<file path="src/rtl/pll_ctrl_pkg.sv">
// Shared definitions for the PLL control / reset sequencing logic:
// state encoding, default timing constants and small output-decode helpers.
package pll_ctrl_pkg;

    // Sequencer states; encoding is fixed so debug tools can decode it.
    typedef enum logic [2:0] {
        WAIT_LOCK = 3'd0,
        PLL_RST   = 3'd1,
        STABLE    = 3'd2,
        REL_MEM   = 3'd3,
        RUN       = 3'd4
    } pll_state_e;

    // Default timing constants (cycles of the board clock).
    localparam int DEF_SYNC_STAGES   = 2;
    localparam int DEF_STABLE_CYCLES = 1024;
    localparam int DEF_STAGE_GAP     = 16;
    localparam int DEF_LOCK_TIMEOUT  = 65536;
    localparam int DEF_ARESET_CYCLES = 8;
    localparam int DEF_CNT_W         = 17;

    // Ceiling of the lock-loss statistic.
    localparam logic [7:0] LOSS_CNT_MAX = 8'd255;

    // Saturating increment for the 8-bit lock-loss statistic.
    function automatic logic [7:0] sat_inc8(input logic [7:0] value);
        logic [7:0] result;
        if (value == LOSS_CNT_MAX) begin
            result = LOSS_CNT_MAX;
        end else begin
            result = value + 8'd1;
        end
        return result;
    endfunction

    // Memories are out of reset in REL_MEM and RUN.
    function automatic logic mem_released(input pll_state_e s);
        logic result;
        case (s)
            REL_MEM: result = 1'b1;
            RUN:     result = 1'b1;
            default: result = 1'b0;
        endcase
        return result;
    endfunction

    // The CPU is out of reset only in RUN.
    function automatic logic cpu_released(input pll_state_e s);
        logic result;
        case (s)
            RUN:     result = 1'b1;
            default: result = 1'b0;
        endcase
        return result;
    endfunction

    // The PLL reset pin is driven only in PLL_RST.
    function automatic logic areset_active(input pll_state_e s);
        logic result;
        case (s)
            PLL_RST: result = 1'b1;
            default: result = 1'b0;
        endcase
        return result;
    endfunction

endpackage

</file>
<file path="src/rtl/sync_2ff.sv">
// Multi-flop synchronizer for signals that are asynchronous to clk.
// STAGES flops in series (at least two), cleared by the async active-low reset.
// Output is the input delayed by STAGES clock edges.
module sync_2ff #(
    parameter int WIDTH  = 1,
    parameter int STAGES = 2
) (
    input  logic             clk,
    input  logic             rst_n,
    input  logic [WIDTH-1:0] d,
    output logic [WIDTH-1:0] q
);

    // Stage 0 captures the asynchronous input; later stages settle metastability.
    logic [STAGES-1:0][WIDTH-1:0] stage_r;

    // Shift the input through the synchronizer chain.
    always_ff @(posedge clk or negedge rst_n) begin
        if (!rst_n) begin
            stage_r <= {(STAGES*WIDTH){1'b0}};
        end else begin
            stage_r <= {stage_r[STAGES-2:0], d};
        end
    end

    assign q = stage_r[STAGES-1];

endmodule

</file>
<file path="src/rtl/pll_reset_sequencer.sv">
// PLL lock supervisor and system reset sequencer.
// Waits for a synchronized PLL lock, pulses the PLL reset if lock does not
// arrive in time, requires lock to hold for STABLE_CYCLES before releasing the
// memory reset, then releases the CPU reset STAGE_GAP cycles later. Any lock
// drop re-asserts both resets on the same edge that leaves the active state.
// All outputs come straight from flops.
module pll_reset_sequencer
    import pll_ctrl_pkg::*;
#(
    parameter int SYNC_STAGES   = DEF_SYNC_STAGES,
    parameter int STABLE_CYCLES = DEF_STABLE_CYCLES,
    parameter int STAGE_GAP     = DEF_STAGE_GAP,
    parameter int LOCK_TIMEOUT  = DEF_LOCK_TIMEOUT,
    parameter int ARESET_CYCLES = DEF_ARESET_CYCLES,
    parameter int CNT_W         = DEF_CNT_W
) (
    input  logic       clk,
    input  logic       rst_n,
    input  logic       pll_locked,
    output logic       pll_areset,
    output logic       mem_rst_n,
    output logic       cpu_rst_n,
    output logic       sys_ready,
    output logic [7:0] lock_loss_cnt
);

    // Counter constants; each terminal value is the last count of a state.
    localparam logic [CNT_W-1:0] CNT_ZERO     = {CNT_W{1'b0}};
    localparam logic [CNT_W-1:0] CNT_ONE      = {{(CNT_W-1){1'b0}}, 1'b1};
    localparam logic [CNT_W-1:0] TIMEOUT_LAST = CNT_W'(LOCK_TIMEOUT - 1);
    localparam logic [CNT_W-1:0] ARESET_LAST  = CNT_W'(ARESET_CYCLES - 1);
    localparam logic [CNT_W-1:0] STABLE_LAST  = CNT_W'(STABLE_CYCLES - 1);
    localparam logic [CNT_W-1:0] GAP_LAST     = CNT_W'(STAGE_GAP - 1);

    logic             lk_s;
    pll_state_e       state_r;
    pll_state_e       state_s;
    logic [CNT_W-1:0] cnt_r;
    logic [CNT_W-1:0] cnt_s;
    logic [7:0]       loss_cnt_r;
    logic [7:0]       loss_cnt_s;
    logic             pll_areset_r;
    logic             pll_areset_s;
    logic             mem_rst_n_r;
    logic             mem_rst_n_s;
    logic             cpu_rst_n_r;
    logic             cpu_rst_n_s;
    logic             sys_ready_r;
    logic             sys_ready_s;

    sync_2ff #(
        .WIDTH  (1),
        .STAGES (SYNC_STAGES)
    ) u_lock_sync (
        .clk   (clk),
        .rst_n (rst_n),
        .d     (pll_locked),
        .q     (lk_s)
    );

    // Next-state, shared counter and lock-loss statistic; a lock drop takes
    // priority over any counter terminal value.
    always_comb begin
        state_s    = state_r;
        cnt_s      = cnt_r + CNT_ONE;
        loss_cnt_s = loss_cnt_r;
        case (state_r)
            WAIT_LOCK: begin
                if (lk_s) begin
                    state_s = STABLE;
                    cnt_s   = CNT_ZERO;
                end else if (cnt_r == TIMEOUT_LAST) begin
                    state_s = PLL_RST;
                    cnt_s   = CNT_ZERO;
                end else begin
                    state_s = WAIT_LOCK;
                end
            end
            PLL_RST: begin
                // Lock status is meaningless while the PLL is held in reset.
                if (cnt_r == ARESET_LAST) begin
                    state_s = WAIT_LOCK;
                    cnt_s   = CNT_ZERO;
                end else begin
                    state_s = PLL_RST;
                end
            end
            STABLE: begin
                if (!lk_s) begin
                    state_s = WAIT_LOCK;
                    cnt_s   = CNT_ZERO;
                end else if (cnt_r == STABLE_LAST) begin
                    state_s = REL_MEM;
                    cnt_s   = CNT_ZERO;
                end else begin
                    state_s = STABLE;
                end
            end
            REL_MEM: begin
                if (!lk_s) begin
                    state_s = WAIT_LOCK;
                    cnt_s   = CNT_ZERO;
                end else if (cnt_r == GAP_LAST) begin
                    state_s = RUN;
                    cnt_s   = CNT_ZERO;
                end else begin
                    state_s = REL_MEM;
                end
            end
            RUN: begin
                // The counter is parked at zero here so it cannot wrap.
                cnt_s = CNT_ZERO;
                if (!lk_s) begin
                    state_s    = WAIT_LOCK;
                    loss_cnt_s = sat_inc8(loss_cnt_r);
                end else begin
                    state_s = RUN;
                end
            end
            default: begin
                state_s = WAIT_LOCK;
                cnt_s   = CNT_ZERO;
            end
        endcase
    end

    // Output values are decoded from the next state so every output flop
    // changes on the same edge as the state register.
    always_comb begin
        pll_areset_s = areset_active(state_s);
        mem_rst_n_s  = mem_released(state_s);
        cpu_rst_n_s  = cpu_released(state_s);
        sys_ready_s  = cpu_released(state_s);
    end

    // State, counter, statistic and output registers.
    always_ff @(posedge clk or negedge rst_n) begin
        if (!rst_n) begin
            state_r      <= WAIT_LOCK;
            cnt_r        <= CNT_ZERO;
            loss_cnt_r   <= 8'd0;
            pll_areset_r <= 1'b0;
            mem_rst_n_r  <= 1'b0;
            cpu_rst_n_r  <= 1'b0;
            sys_ready_r  <= 1'b0;
        end else begin
            state_r      <= state_s;
            cnt_r        <= cnt_s;
            loss_cnt_r   <= loss_cnt_s;
            pll_areset_r <= pll_areset_s;
            mem_rst_n_r  <= mem_rst_n_s;
            cpu_rst_n_r  <= cpu_rst_n_s;
            sys_ready_r  <= sys_ready_s;
        end
    end

    assign pll_areset    = pll_areset_r;
    assign mem_rst_n     = mem_rst_n_r;
    assign cpu_rst_n     = cpu_rst_n_r;
    assign sys_ready     = sys_ready_r;
    assign lock_loss_cnt = loss_cnt_r;

endmodule

</file>
<file path="config.mk">
export PLATFORM = sky130hd
export DESIGN_NAME = pll_reset_sequencer
export DESIGN_NICKNAME = d
export VERILOG_FILES = /design/src/rtl/pll_ctrl_pkg.sv /design/src/rtl/sync_2ff.sv /design/src/rtl/pll_reset_sequencer.sv
export SDC_FILE = /design/constraint.sdc
export NUM_CORES = 1
export LEC_CHECK = 0
export ABC_AREA = 1
export BUFFER_PORTS_ARGS = -buffer_cell sky130_fd_sc_hd__buf_4
export CORE_MARGIN = 4
export CORE_UTILIZATION = 35
export CTS_CLUSTER_DIAMETER = 30
export DETAILED_ROUTE_END_ITERATION = 8
export PLACE_DENSITY = 0.6
export SLEW_MARGIN = 40
export SYNTH_ARGS = -nofsm -noshare
export SYNTH_HDL_FRONTEND = slang
export SYNTH_SLANG_ARGS = --single-unit
</file>
<file path="constraint.sdc">
create_clock -name clk -period 4.8 [get_ports clk]
set_clock_uncertainty 0.05 [all_clocks]
set_input_delay 0.72 -clock clk [delete_from_list [all_inputs] [get_ports clk]]
set_output_delay 0.72 -clock clk [all_outputs]
set_load 0.03 [all_outputs]
</file>
* Word level (Yosys, flattened, before mapping)
Cells that the tools add are included.
** Word-level totals
- Output and inout bits :: 12
- Logic and storage cells :: 47
- Register bits :: 33
- Input port bits :: 3
** Operators by class
- Bitwise operators :: 1
- Multiplexer cells :: 21
- Equal/unequal tests :: 12
- Reductions and logical operators :: 3
- $add $sub $neg :: 2
** Operator list (number)
- 2-to-1 mux 17 bit :: 7
- one-hot mux 17 bit (4 select lines) :: 1
- adder 17 x 1 -> 17 bit (second input constant) :: 1
- equality test 17 x 10 -> 1 bit (second input constant) :: 1
- equality test 17 x 16 -> 1 bit (second input constant) :: 1
- equality test 17 x 3 -> 1 bit (second input constant) :: 1
- equality test 17 x 4 -> 1 bit (second input constant) :: 1
- one-hot mux 3 bit (5 select lines) :: 1
- equality test 3 x 2 -> 1 bit (second input constant) :: 3
- 2-to-1 mux 3 bit :: 3
- adder 8 x 1 -> 8 bit (second input constant) :: 1
- equality test 8 bit (second input constant) :: 1
- 2-to-1 mux 8 bit :: 1
- equality test 3 x 1 -> 1 bit (second input constant) :: 2
- equality test 3 bit (second input constant) :: 2
- 2-to-1 mux 1 bit :: 6
- 2-to-1 mux 2 bit :: 2
- zero test 3 bit :: 1
- AND reduction 2 bit :: 1
- OR reduction 2 bit :: 1
- inverter 1 bit :: 1

* Depth between registers and ports, before layout
Gate-level depths: netlist of run 1.
- Word-level depth :: 7
- Depth in mapped cells :: 12
- Depth with buffers taken out :: 12

* By module
Synthesis of run 1 repeated with hierarchy kept, for this count alone.
** Second synthesis, totals
- Cell total of the unflattened synthesis :: 223
- Area total of the unflattened synthesis :: 1724.2 µm²
** By module, submodules not included
- pll_reset_sequencer :: times used 1, area each 1674.1 µm², sequential area each 775.7 µm², cells each 221
- sync_2ff :: times used 1, area each 50.0 µm², sequential area each 50.0 µm², cells each 2

* Worst setup path after synthesis of run 1
Ideal clock, no wire load.
- Kind :: reg-to-reg
- Start :: reg cnt_r[0]
- End :: reg cnt_r[12]
- Setup slack :: 3.003 ns
- Arrival :: 1.625 ns
- Clock period less this slack :: 1.797 ns
- Setup time :: 0.121 ns
- Stages on the path, launching flop included :: 13
- Buffers on the path :: 1
- Required time :: 4.629 ns
- Cells stage by stage :: dfrtp_1 > ha_1 > nand2_1 > nor2_2 > nand2_1 > nor2_1 > nand3_1 > inv_1 > ha_1 > nor2_2 > nor2_8 > buf_6 > nor2_1
** Between the ends
- Word-level cells in the longest chain between the ends :: 4
- Elaborated cells on any way between the ends :: 13
- Classes of those cells :: 1 x add/sub; 4 x eq/ne; 8 x mux
** Ends and longest elaborated chain
- from (decl) :: line pll_reset_sequencer.sv:38 : logic [CNT_W-1:0] cnt_r;
- from (signal assigned) :: line pll_reset_sequencer.sv:148 : cnt_r <= cnt_s;
- adder 17 x 1 -> 17 bit, or another cell as far along :: line pll_reset_sequencer.sv:65 : cnt_s = cnt_r + CNT_ONE;
- 2-to-1 mux 17 bit (on tied branches) :: line pll_reset_sequencer.sv:103, pll_reset_sequencer.sv:72, pll_reset_sequencer.sv:92
- 2-to-1 mux 17 bit (on tied branches) :: line pll_reset_sequencer.sv:100, pll_reset_sequencer.sv:69, pll_reset_sequencer.sv:89
- one-hot mux 17 bit (4 select lines) (*) :: line pll_reset_sequencer.sv:67 : case (state_r)
- via cnt_s[12] :: line pll_reset_sequencer.sv:39 : logic [CNT_W-1:0] cnt_s;
The timed path passes the listed nets; every way through them passes the cells marked *.
A chain may end at the register's enable or synchronous reset.

* Worst setup path after layout of run 1
- Start :: reg cnt_r[0]
- End :: reg cnt_r[13]
The elaborated chain is that of the path after synthesis.

==> results.sh, run 1 <==
export IMPL_antenna_left=0
export IMPL_netlist_area_mm2=0.001722
export IMPL_area_growth_pct=16.64
export IMPL_met3WireLength_um=81
export IMPL_root_buffer="clkbuf_8"
export IMPL_p_clk_share_pct=47.2
export IMPL_cp_arrival_ns=2.05
export IMPL_fp_dieArea_mm2=0.006105
export IMPL_synth_seq_cells=33
export IMPL_fillerInstances=511
export IMPL_routed_wl_met2_mm=1.542
export IMPL_status="completed"
export IMPL_hold_viol_final=0
export IMPL_globalplace_congestion=0.8018
export IMPL_rsz0062_at_grt="false"
export IMPL_grt_max_degree=34
export IMPL_vias=1350
export IMPL_cpPeakStageDelay_ns=0.37
export IMPL_nNetsFinal=243
export IMPL_postCtsHoldBufs=0
export IMPL_crit_required_ns=4.91
export IMPL_pwr_share_comb_pct=3.4
export IMPL_initial_core_util_pct=36.21
export IMPL_firstDrtPassIters=4
export IMPL_internal_power_uw=456.3
export IMPL_clock_path_buffers=2
export IMPL_htree_levels=2
export IMPL_setup_viol_count_final=0
export IMPL_std_cell_rows=25
export IMPL_swShare_pct=20.62
export IMPL_p_switching_uw=118.5
export IMPL_ioPinCount=15
export IMPL_maxSlewViolCount=0
export IMPL_syn_num_nets=224
export IMPL_core_mm2=0.004755
export IMPL_seq_area_frac_synth_pct=47.97
export IMPL_max_clock_freq_mhz=516.1
export IMPL_power_density_mw_per_mm2=286.2
export IMPL_postSynthCellCount=217
export IMPL_diodes=0
export IMPL_cp_max_fo=16
export IMPL_dpl_hpwl_mm=2.439
export IMPL_fin_crit_sh_pct=40.36
export IMPL_startpoint_type="register"
export IMPL_wl_mm=3.266
export IMPL_postSynthAreaPerCell_um2=7.934
export IMPL_cellLeakagePower_uw=0.001044
export IMPL_grt_pass1_vias=1325
export IMPL_grt_pass1_wl_mm=5.913
export IMPL_grt_overflow=0
export IMPL_cts_clk_slew_worst_paths_ns=0.07
export IMPL_clkSinkCount=33
export IMPL_yosysWarnings=0
export IMPL_grt_antenna_before_repair=0
export IMPL_crit_type="register to register"
export IMPL_drt_wirelength_per_cell_um=10.74
export IMPL_cts_setup_buffers=0
export IMPL_port_buffer_count=14
export IMPL_cpMaxStageDelayCell="dfrtp_1"
export IMPL_cts_inserted_buffers=5
export IMPL_drive_gt1_share_pct=13.92
export IMPL_slew_headroom_pct=72.11
export IMPL_wl_met1_mm=1.581
export IMPL_path_cells="ha_1 -> nand2_1 -> nor2_2 -> nand2_1 -> nor2_1 -> nand3_1 -> inv_1 -> ha_1 -> nor2_2 -> nor2_8 -> nor2_1"
export IMPL_cts_tree="yes"
export IMPL_seq_power_share_pct=49.4
export IMPL_vias_per_cell=4.441
export IMPL_hold_class="register to register"
export IMPL_hold_slack_ns=0.3007
export IMPL_max_vdd_ir_drop_mv=0.09736
export IMPL_cts_resized=0
export IMPL_grtUsageTotal_pct=12.30
export IMPL_die_w_um=78.14
export IMPL_worst_pin_slew_ns=0.4183
export IMPL_layout_min_cycle_time_ns=1.938
export IMPL_initialDrtViolationCount=53
export IMPL_clk_latency_ns=0.29
export IMPL_highest_layer="met4"
export IMPL_yosysUniqueCellTypes=24
export IMPL_setup_tns_ns=0
export IMPL_drv_cap=0
export IMPL_die_y_um=78.14
export IMPL_drc=0
export IMPL_crit_path_end_kind="register"
[sequential cells by signal (all words and copies together), names as in the netlist]
signal and count:
lock_loss_cnt 8, cnt_r 17, u_lock_sync.q 1, pll_areset 1, u_lock_sync.stage_r 1, state_r 3, sys_ready 1, mem_rst_n 1
[through the flow]
| stage | util, % | worst slack (ns) | instance area [µm²] | cells | total power (µW) |
|---|---|---|---|---|---|
| 2_1_floorplan | - | 3.003 | 1722 | 217 | 301.5 |
| 3_3_place_gp | 39.79 | 2.921 | 1892 | 296 | 309.8 |
| 3_5_place_dp | 39.79 | 2.876 | 1892 | 296 | 310.0 |
| 4_1_cts | 42.24 | 2.835 | 2008 | 304 | 583.8 |
| 5_1_grt | 42.24 | 2.573 | 2008 | 304 | 597.4 |
| 6_report | 42.24 | 2.862 | 2008 | 304 | 574.8 |
[power groups by stage]
stage                     combinational [µW]  sequential, µW  clock [µW]
after floorplan                         12.8             289           0
after global placement                  20.6             289           0
after detailed placement                20.7             289           0
after CTS                               20.5             284         279
after global routing                    23.0             285         290
final                                   19.6             284         271
[synth_stat cells, drive strengths merged]
cell    instances  area, µm²
a21oi           1      5.000
o211ai          1      7.510
inv            30      112.6
nand4           3      18.77
nand2          47      178.9
nand3          18      102.6
o21bai          1      7.510
xor2            8      70.07
dfrtp          33      825.8
nor3            4      20.02
xnor2           2      17.52
o21ai          10      50.05
buf             2      18.77
or2             1      6.260
ha              4      50.05
nand3b          1      7.510
nor2           51      222.7
[final timing paths]
kind                       depth (start not counted)                to                   start  slack [ns]
max in group asynchronous                          1         cnt_r[13]                   rst_n        4.08
setup reg to reg                                  11         cnt_r[13]                cnt_r[0]        2.86
setup / recovery                                  11         cnt_r[13]                cnt_r[0]        2.86
hold / removal                                     0     u_lock_sync.q  u_lock_sync.stage_r[0]        0.30
min in group asynchronous                          1  lock_loss_cnt[7]                   rst_n        0.32
hold reg to reg                                    0     u_lock_sync.q  u_lock_sync.stage_r[0]        0.30
[layout make-up]
cell class / instances / area (µm²) / share of cell area [%]
timing repair buffer: 14 / 105.1 / 5.234
clock buffer: 7 / 86.33 / 4.299
tap: 67 / 83.83 / 4.174
multi-input combinational: 152 / 764.5 / 38.07
inverter: 30 / 112.6 / 5.607
clock inverter: 1 / 30.03 / 1.495
sequential: 33 / 825.8 / 41.12
[kinds of logic (layout without fill, tap and decap cells)]
kind of cell / count (synthesis) / count (layout) / share of synthesized area (%)
simple gates: 125 / 125 / 32.34
flops: 33 / 33 / 47.97
buf+inv: 32 / 52 / 7.630
compound gates: 13 / 13 / 4.070
xor+xnor: 10 / 10 / 5.088
fa+ha+maj: 4 / 4 / 2.907
[routing by layer]
metal	vias up	GRT usage, %
li1	708	-
met1	624	15.18
met2	13	19.69
met3	5	3.326
met4	0	6.294
met5	-	0
[cell usage in the layout, fill, tap and decap left out]
| cell type | n |
|---|---|
| dfrtp_1 | 33 |
| nand2_1 | 46 |
| nand2_2 | 1 |
| ha_1 | 4 |
| xor2_1 | 8 |
| o21ai_0 | 10 |
| xnor2_1 | 2 |
| clkbuf_1 | 1 |
| nand3_1 | 17 |
| o21bai_1 | 1 |
| inv_2 | 4 |
| nor2_4 | 1 |
| o211ai_1 | 1 |
| nand3_4 | 1 |
| nor2_8 | 1 |
| nor2_2 | 3 |
| a21oi_1 | 1 |
| buf_4 | 14 |
| bufinv_16 | 1 |
| nor3_1 | 4 |
| nand4_1 | 3 |
| nor2_1 | 46 |
| clkbuf_8 | 6 |
| inv_1 | 26 |
| nand3b_1 | 1 |
| or2_2 | 1 |
[critical path, delay by kind of cell (launching register included)]
kind / cells / cell delay [ns]
adder cells (fa/ha/maj): 2 / 0.34
buffers and inverters: 1 / 0.08
AND/OR/NAND/NOR: 8 / 0.97
flip-flops: 1 / 0.37
(Power assumes the default switching activity.)
==> run 2: changes to the inputs <==
clock period = 2.05 ns   (was 4.8 ns; I/O delays follow)
==> run 2 against run 1 <==
Net effect: sequential power is 130% higher; total power increased to 2.5 times the previous value; routed wire length grew 3.0%; maximum frequency grew 1.7%; critical endpoint is now cnt_r[8].
==> results.sh, run 2 (synthesis results as in run 1) <==
export IMPL_status="completed"
export IMPL_fin_crit_sh_pct=92.91
export IMPL_pwr_share_comb_pct=3.8
export IMPL_root_buffer="clkbuf_8"
export IMPL_grt_max_degree=34
export IMPL_crit_required_ns=2.21
export IMPL_area_growth_pct=20.78
export IMPL_cpMostUsedCell="nor2_2"
export IMPL_globalplace_congestion=0.8044
export IMPL_drt_wirelength_per_cell_um=10.85
export IMPL_power_density_mw_per_mm2=692.0
export IMPL_fin_ws_ns=0.1453
export IMPL_cts_inserted_buffers=5
export IMPL_startpoint_type="register"
export IMPL_place_inst=298
export IMPL_firstDrtPassIters=4
export IMPL_cp_arrival_ns=2.07
export IMPL_place_ws_ns=0.09398
export IMPL_max_clock_freq_mhz=525.0
export IMPL_p_switching_uw=279.3
export IMPL_seq_power_share_pct=46.2
export IMPL_hold_class="input port to register"
export IMPL_die_y_um=78.14
export IMPL_drive_gt1_share_pct=16.46
export IMPL_grt_overflow=0
export IMPL_clk_latency_ns=0.28
export IMPL_cpPeakStageDelay_ns=0.38
export IMPL_vias_per_cell=4.568
export IMPL_hold_slack_ns=0.07357
export IMPL_std_cell_rows=25
export IMPL_stdcell_count=310
export IMPL_cpMaxStageDelayCell="dfrtp_1"
export IMPL_top_register="cnt_r"
export IMPL_clock_path_buffers=2
export IMPL_cts_tree="yes"
export IMPL_dpl_hpwl_mm=2.401
export IMPL_multi_input_area_um2=778.2
export IMPL_utilization_pct=43.74
export IMPL_setup_tns_ns=0
export IMPL_grt_pass1_vias=1306
export IMPL_slew_headroom_pct=72.49
export IMPL_fp_dieArea_mm2=0.006105
export IMPL_grt_antenna_before_repair=0
export IMPL_largest_register_ffs=17
export IMPL_swShare_pct=19.41
export IMPL_diodes=0
export IMPL_layout_min_cycle_time_ns=1.905
export IMPL_cellLeakagePower_uw=0.001082
export IMPL_initialDrtViolationCount=122
export IMPL_setup_viol_count_final=0
export IMPL_fillerInstances=481
export IMPL_crit_path_end_kind="register"
export IMPL_die_w_um=78.14
export IMPL_clkSinkCount=33
export IMPL_crit_buf_inv=1
export IMPL_drc=0
export IMPL_wl_mm=3.365
export IMPL_p_clk_share_pct=50.0
export IMPL_internal_power_uw=1160
export IMPL_cp_top_family="simple AND/OR/NAND/NOR gates"
export IMPL_path_cells="ha_1 -> nand2_1 -> nor2_2 -> nand2_1 -> nor2_2 -> nand3_1 -> inv_1 -> ha_1 -> nor2_2 -> nor2_4 -> nor2_1"
export IMPL_grtUsageTotal_pct=11.78
export IMPL_layout_commonest_cell="nand2_1"
export IMPL_vias=1416
export IMPL_worst_pin_slew_ns=0.4127
export IMPL_nNetsFinal=249
export IMPL_drv_cap=0
export IMPL_max_vdd_ir_drop_mv=0.3248
export IMPL_grt_pass1_wl_mm=5.733
export IMPL_initial_core_util_pct=36.21
export IMPL_antenna_left=0
export IMPL_htree_levels=2
export IMPL_final_cell_mix="46 x nand2_1, 45 x nor2_1, 33 x dfrtp_1, 26 x inv_1, 18 x buf_4"
export IMPL_crit_type="register to register"
export IMPL_maxSlewViolCount=0
export IMPL_hold_viol_final=0
export IMPL_seq_area_um2=825.8
export IMPL_cts_clk_slew_worst_paths_ns=0.07
export IMPL_cp_max_fo=8
export IMPL_port_buffer_count=14
export IMPL_ioPinCount=15
export IMPL_core_mm2=0.004755
-- run 2: changes by cell type in the layout (fill, tap and decap cells not counted) --
cell           previous run  this run
buf_4                    14        18
bufinv_16                 1         2
clkbuf_1                  1         0
clkbuf_8                  6         5
clkinv_2                  0         1
dlygate4sd3_1             0         1
nor2_1                   46        45
nor2_2                    3         4
nor2_4                    1         2
-- run 2: final timing paths --
check                                  startpoint                     end  slack [ns]  cells past startpoint
setup / recovery                         cnt_r[0]                cnt_r[8]        0.15                     11
hold / removal                         pll_locked  u_lock_sync.stage_r[0]        0.07                      1
setup reg to reg                         cnt_r[0]                cnt_r[8]        0.15                     11
hold reg to reg            u_lock_sync.stage_r[0]           u_lock_sync.q        0.30                      0
max in group asynchronous                   rst_n                cnt_r[3]        1.20                      2
min in group asynchronous                   rst_n        lock_loss_cnt[4]        0.44                      2
-- run 2: stage by stage --
stage          power (µW)  area [µm²]
2_1_floorplan       705.9        1722
3_3_place_gp        725.3        1907
3_5_place_dp        725.9        1907
4_1_cts              1457        2051
5_1_grt              1504        2079
6_report             1439        2079
-- run 2: routing by layer --
layer	GRT usage (%)	wire length [µm]	vias to the layer above
met5	0	0	-
met4	4.196	51	0
met3	3.670	148	4
met2	19.35	1561	23
met1	14.60	1604	663
li1	-	-	726
-- run 2: power groups by stage --
stage	clock network [µW]	logic, µW	registers (µW)
global placement	0	48.1	677
CTS	742	50.1	665
global route	774	63.8	666
detailed placement	0	48.5	677
finish	719	55.3	665
floorplan	0	29.9	676
-- run 2: repair_timing --
| item | 4_1_cts | 5_1_grt |
|---|---|---|
| setup buffers | 0 | 2 |
| resized for setup | 0 | 1 |
| endpoints found under the setup margin | 0 | 17 |
| endpoints found under the hold margin | 33 | 0 |
| hold buffers | 1 | 0 |
-- run 2: final cells by class --
| class | instances | area share (%) |
|---|---|---|
| Sequential cell | 33 | 39.71 |
| Multi-Input combinational cell | 153 | 37.42 |
| Timing Repair Buffer | 19 | 6.980 |
| Inverter | 30 | 5.415 |
| Tap cell | 67 | 4.031 |
| Clock buffer | 5 | 3.309 |
| Clock inverter | 3 | 3.129 |
==> run 3: changes to the inputs <==
CAP_MARGIN = 25   (was unset)
SETUP_SLACK_MARGIN = 0.2   (was unset)
clock period = 1.9 ns   (was 2.05 ns; I/O delays follow)
==> run 3 against run 2 <==
Net effect: sequential power rose by 8.0%; routed wire length fell by 0.21%; sequential share of layout area fell by 0.57 points; setup slack improved by 0.051 ns; die area did not move; critical path depth did not move; cell count did not move; largest cell class is now multi-input gates.
==> results.sh, run 3 (synthesis results as in run 1) <==
export IMPL_status="completed"
export IMPL_drive_gt1_share_pct=23.46
export IMPL_std_cell_rows=25
export IMPL_drt_wirelength_per_cell_um=10.83
export IMPL_port_buffer_count=14
export IMPL_hold_slack_ns=0.05825
export IMPL_grtUsageTotal_pct=12.60
export IMPL_vias=1415
export IMPL_largest_register_ffs=17
export IMPL_cts_tree="yes"
export IMPL_initial_core_util_pct=36.21
export IMPL_power_density_mw_per_mm2=597.7
export IMPL_grt_overflow=0
export IMPL_initialDrtViolationCount=76
export IMPL_fin_ws_ns=0.1963
export IMPL_rsz0062_at_grt="true"
export IMPL_vias_per_cell=4.565
export IMPL_fp_dieArea_mm2=0.006105
export IMPL_crit_path_end_kind="register"
export IMPL_root_buffer="clkbuf_8"
export IMPL_core_mm2=0.004755
export IMPL_antenna_left=0
export IMPL_diodes=0
export IMPL_fillerInstances=491
export IMPL_multi_input_area_um2=853.3
export IMPL_nNetsFinal=251
export IMPL_grt_antenna_before_repair=0
export IMPL_layout_min_cycle_time_ns=1.704
export IMPL_layout_commonest_cell="nand2_1"
export IMPL_wl_mm=3.358
export IMPL_top_register="cnt_r"
export IMPL_hold_class="input port to register"
export IMPL_area_growth_pct=22.53
export IMPL_place_ws_ns=0.07266
export IMPL_setup_viol_count_final=0
export IMPL_die_w_um=78.14
export IMPL_stdcell_count=310
export IMPL_clkSinkCount=33
export IMPL_place_inst=297
export IMPL_maxSlewViolCount=0
export IMPL_slew_headroom_pct=72.29
export IMPL_globalplace_congestion=0.7589
export IMPL_grt_max_degree=34
export IMPL_fin_crit_sh_pct=89.67
export IMPL_max_vdd_ir_drop_mv=0.2049
export IMPL_drv_cap=0
export IMPL_drc=0
export IMPL_clk_latency_ns=0.28
export IMPL_cts_inserted_buffers=5
export IMPL_max_clock_freq_mhz=586.9
export IMPL_startpoint_type="register"
export IMPL_ioPinCount=15
export IMPL_grt_pass1_vias=1379
export IMPL_grt_pass1_wl_mm=6.106
export IMPL_worst_pin_slew_ns=0.4156
export IMPL_die_y_um=78.14
export IMPL_cp_arrival_ns=1.81
export IMPL_cts_clk_slew_worst_paths_ns=0.06
export IMPL_hold_viol_final=0
export IMPL_seq_area_um2=825.8
export IMPL_dpl_hpwl_mm=2.362
export IMPL_cp_max_fo=8
export IMPL_firstDrtPassIters=4
export IMPL_cellLeakagePower_uw=0.001078
export IMPL_setup_tns_ns=0
export IMPL_crit_required_ns=2.01
export IMPL_final_cell_mix="43 x nand2_1, 36 x nor2_1, 33 x dfrtp_1, 25 x inv_1, 20 x buf_4"
export IMPL_crit_type="register to register"
export IMPL_clock_path_buffers=2
export IMPL_htree_levels=2
-- run 3: layout make-up --
type | count | share of cell area, %
timing repair buffer | 21 | 7.592
clock inverter | 1 | 0.2372
multi-input combinational | 153 | 40.45
sequential | 33 | 39.15
inverter | 30 | 5.338
clock buffer | 5 | 3.262
tap | 67 | 3.974
-- run 3: worst max-delay path: stages (launching register included) --
cell	delay (ns)
dfrtp_1	0.35
ha_2	0.22
nand2_4	0.07
nor2_4	0.10
nand2_2	0.08
nor2_4	0.09
nand3_2	0.08
inv_2	0.08
ha_4	0.14
nor2_4	0.05
nor2_4	0.20
nor2_1	0.08
-- run 3: timing repair --
action / 4_1_cts / 5_1_grt
gates cloned: 1 / 0
gates resized for setup: 4 / 12
buffers inserted: 4 / 1
hold endpoints to repair: 33 / 0
hold buffers: 1 / 0
endpoints found under the setup margin: 19 / 20
pin swaps: 5 / 4
-- run 3: power breakdown --
group / internal [µW] / switching (µW)
sequential: 712 / 6.46
combinational: 25.8 / 45.6
clock: 240 / 231
total: 978 / 283
-- run 3: worst paths after layout --
path,start,to,slack [ns],depth (start not counted)
min in group asynchronous,rst_n,sys_ready,0.43,2
max in group asynchronous,rst_n,cnt_r[9],1.07,2
worst max-delay path,cnt_r[0],cnt_r[5],0.20,11
worst max register to register,cnt_r[0],cnt_r[5],0.20,11
worst min register to register,u_lock_sync.stage_r[0],u_lock_sync.q,0.31,0
worst min-delay path,pll_locked,u_lock_sync.stage_r[0],0.06,1
-- run 3: metrics by stage --
stage / total power (µW) / utilization, % / area [µm²]
2_1_floorplan: 763.8 / - / 1752
4_1_cts: 1280 / 43.53 / 2069
5_1_grt: 1325 / 44.37 / 2110
6_report: 1261 / 44.37 / 2110
3_5_place_dp: 785.9 / 40.58 / 1929
3_3_place_gp: 785.5 / 40.58 / 1929
-- run 3: per-layer routing --
layer / track usage, % / part of all wire, %
met4: 5.769 / 2.1
met5: 0 / 0
met2: 19.86 / 47
met3: 3.096 / 2.4
met1: 16.29 / 49
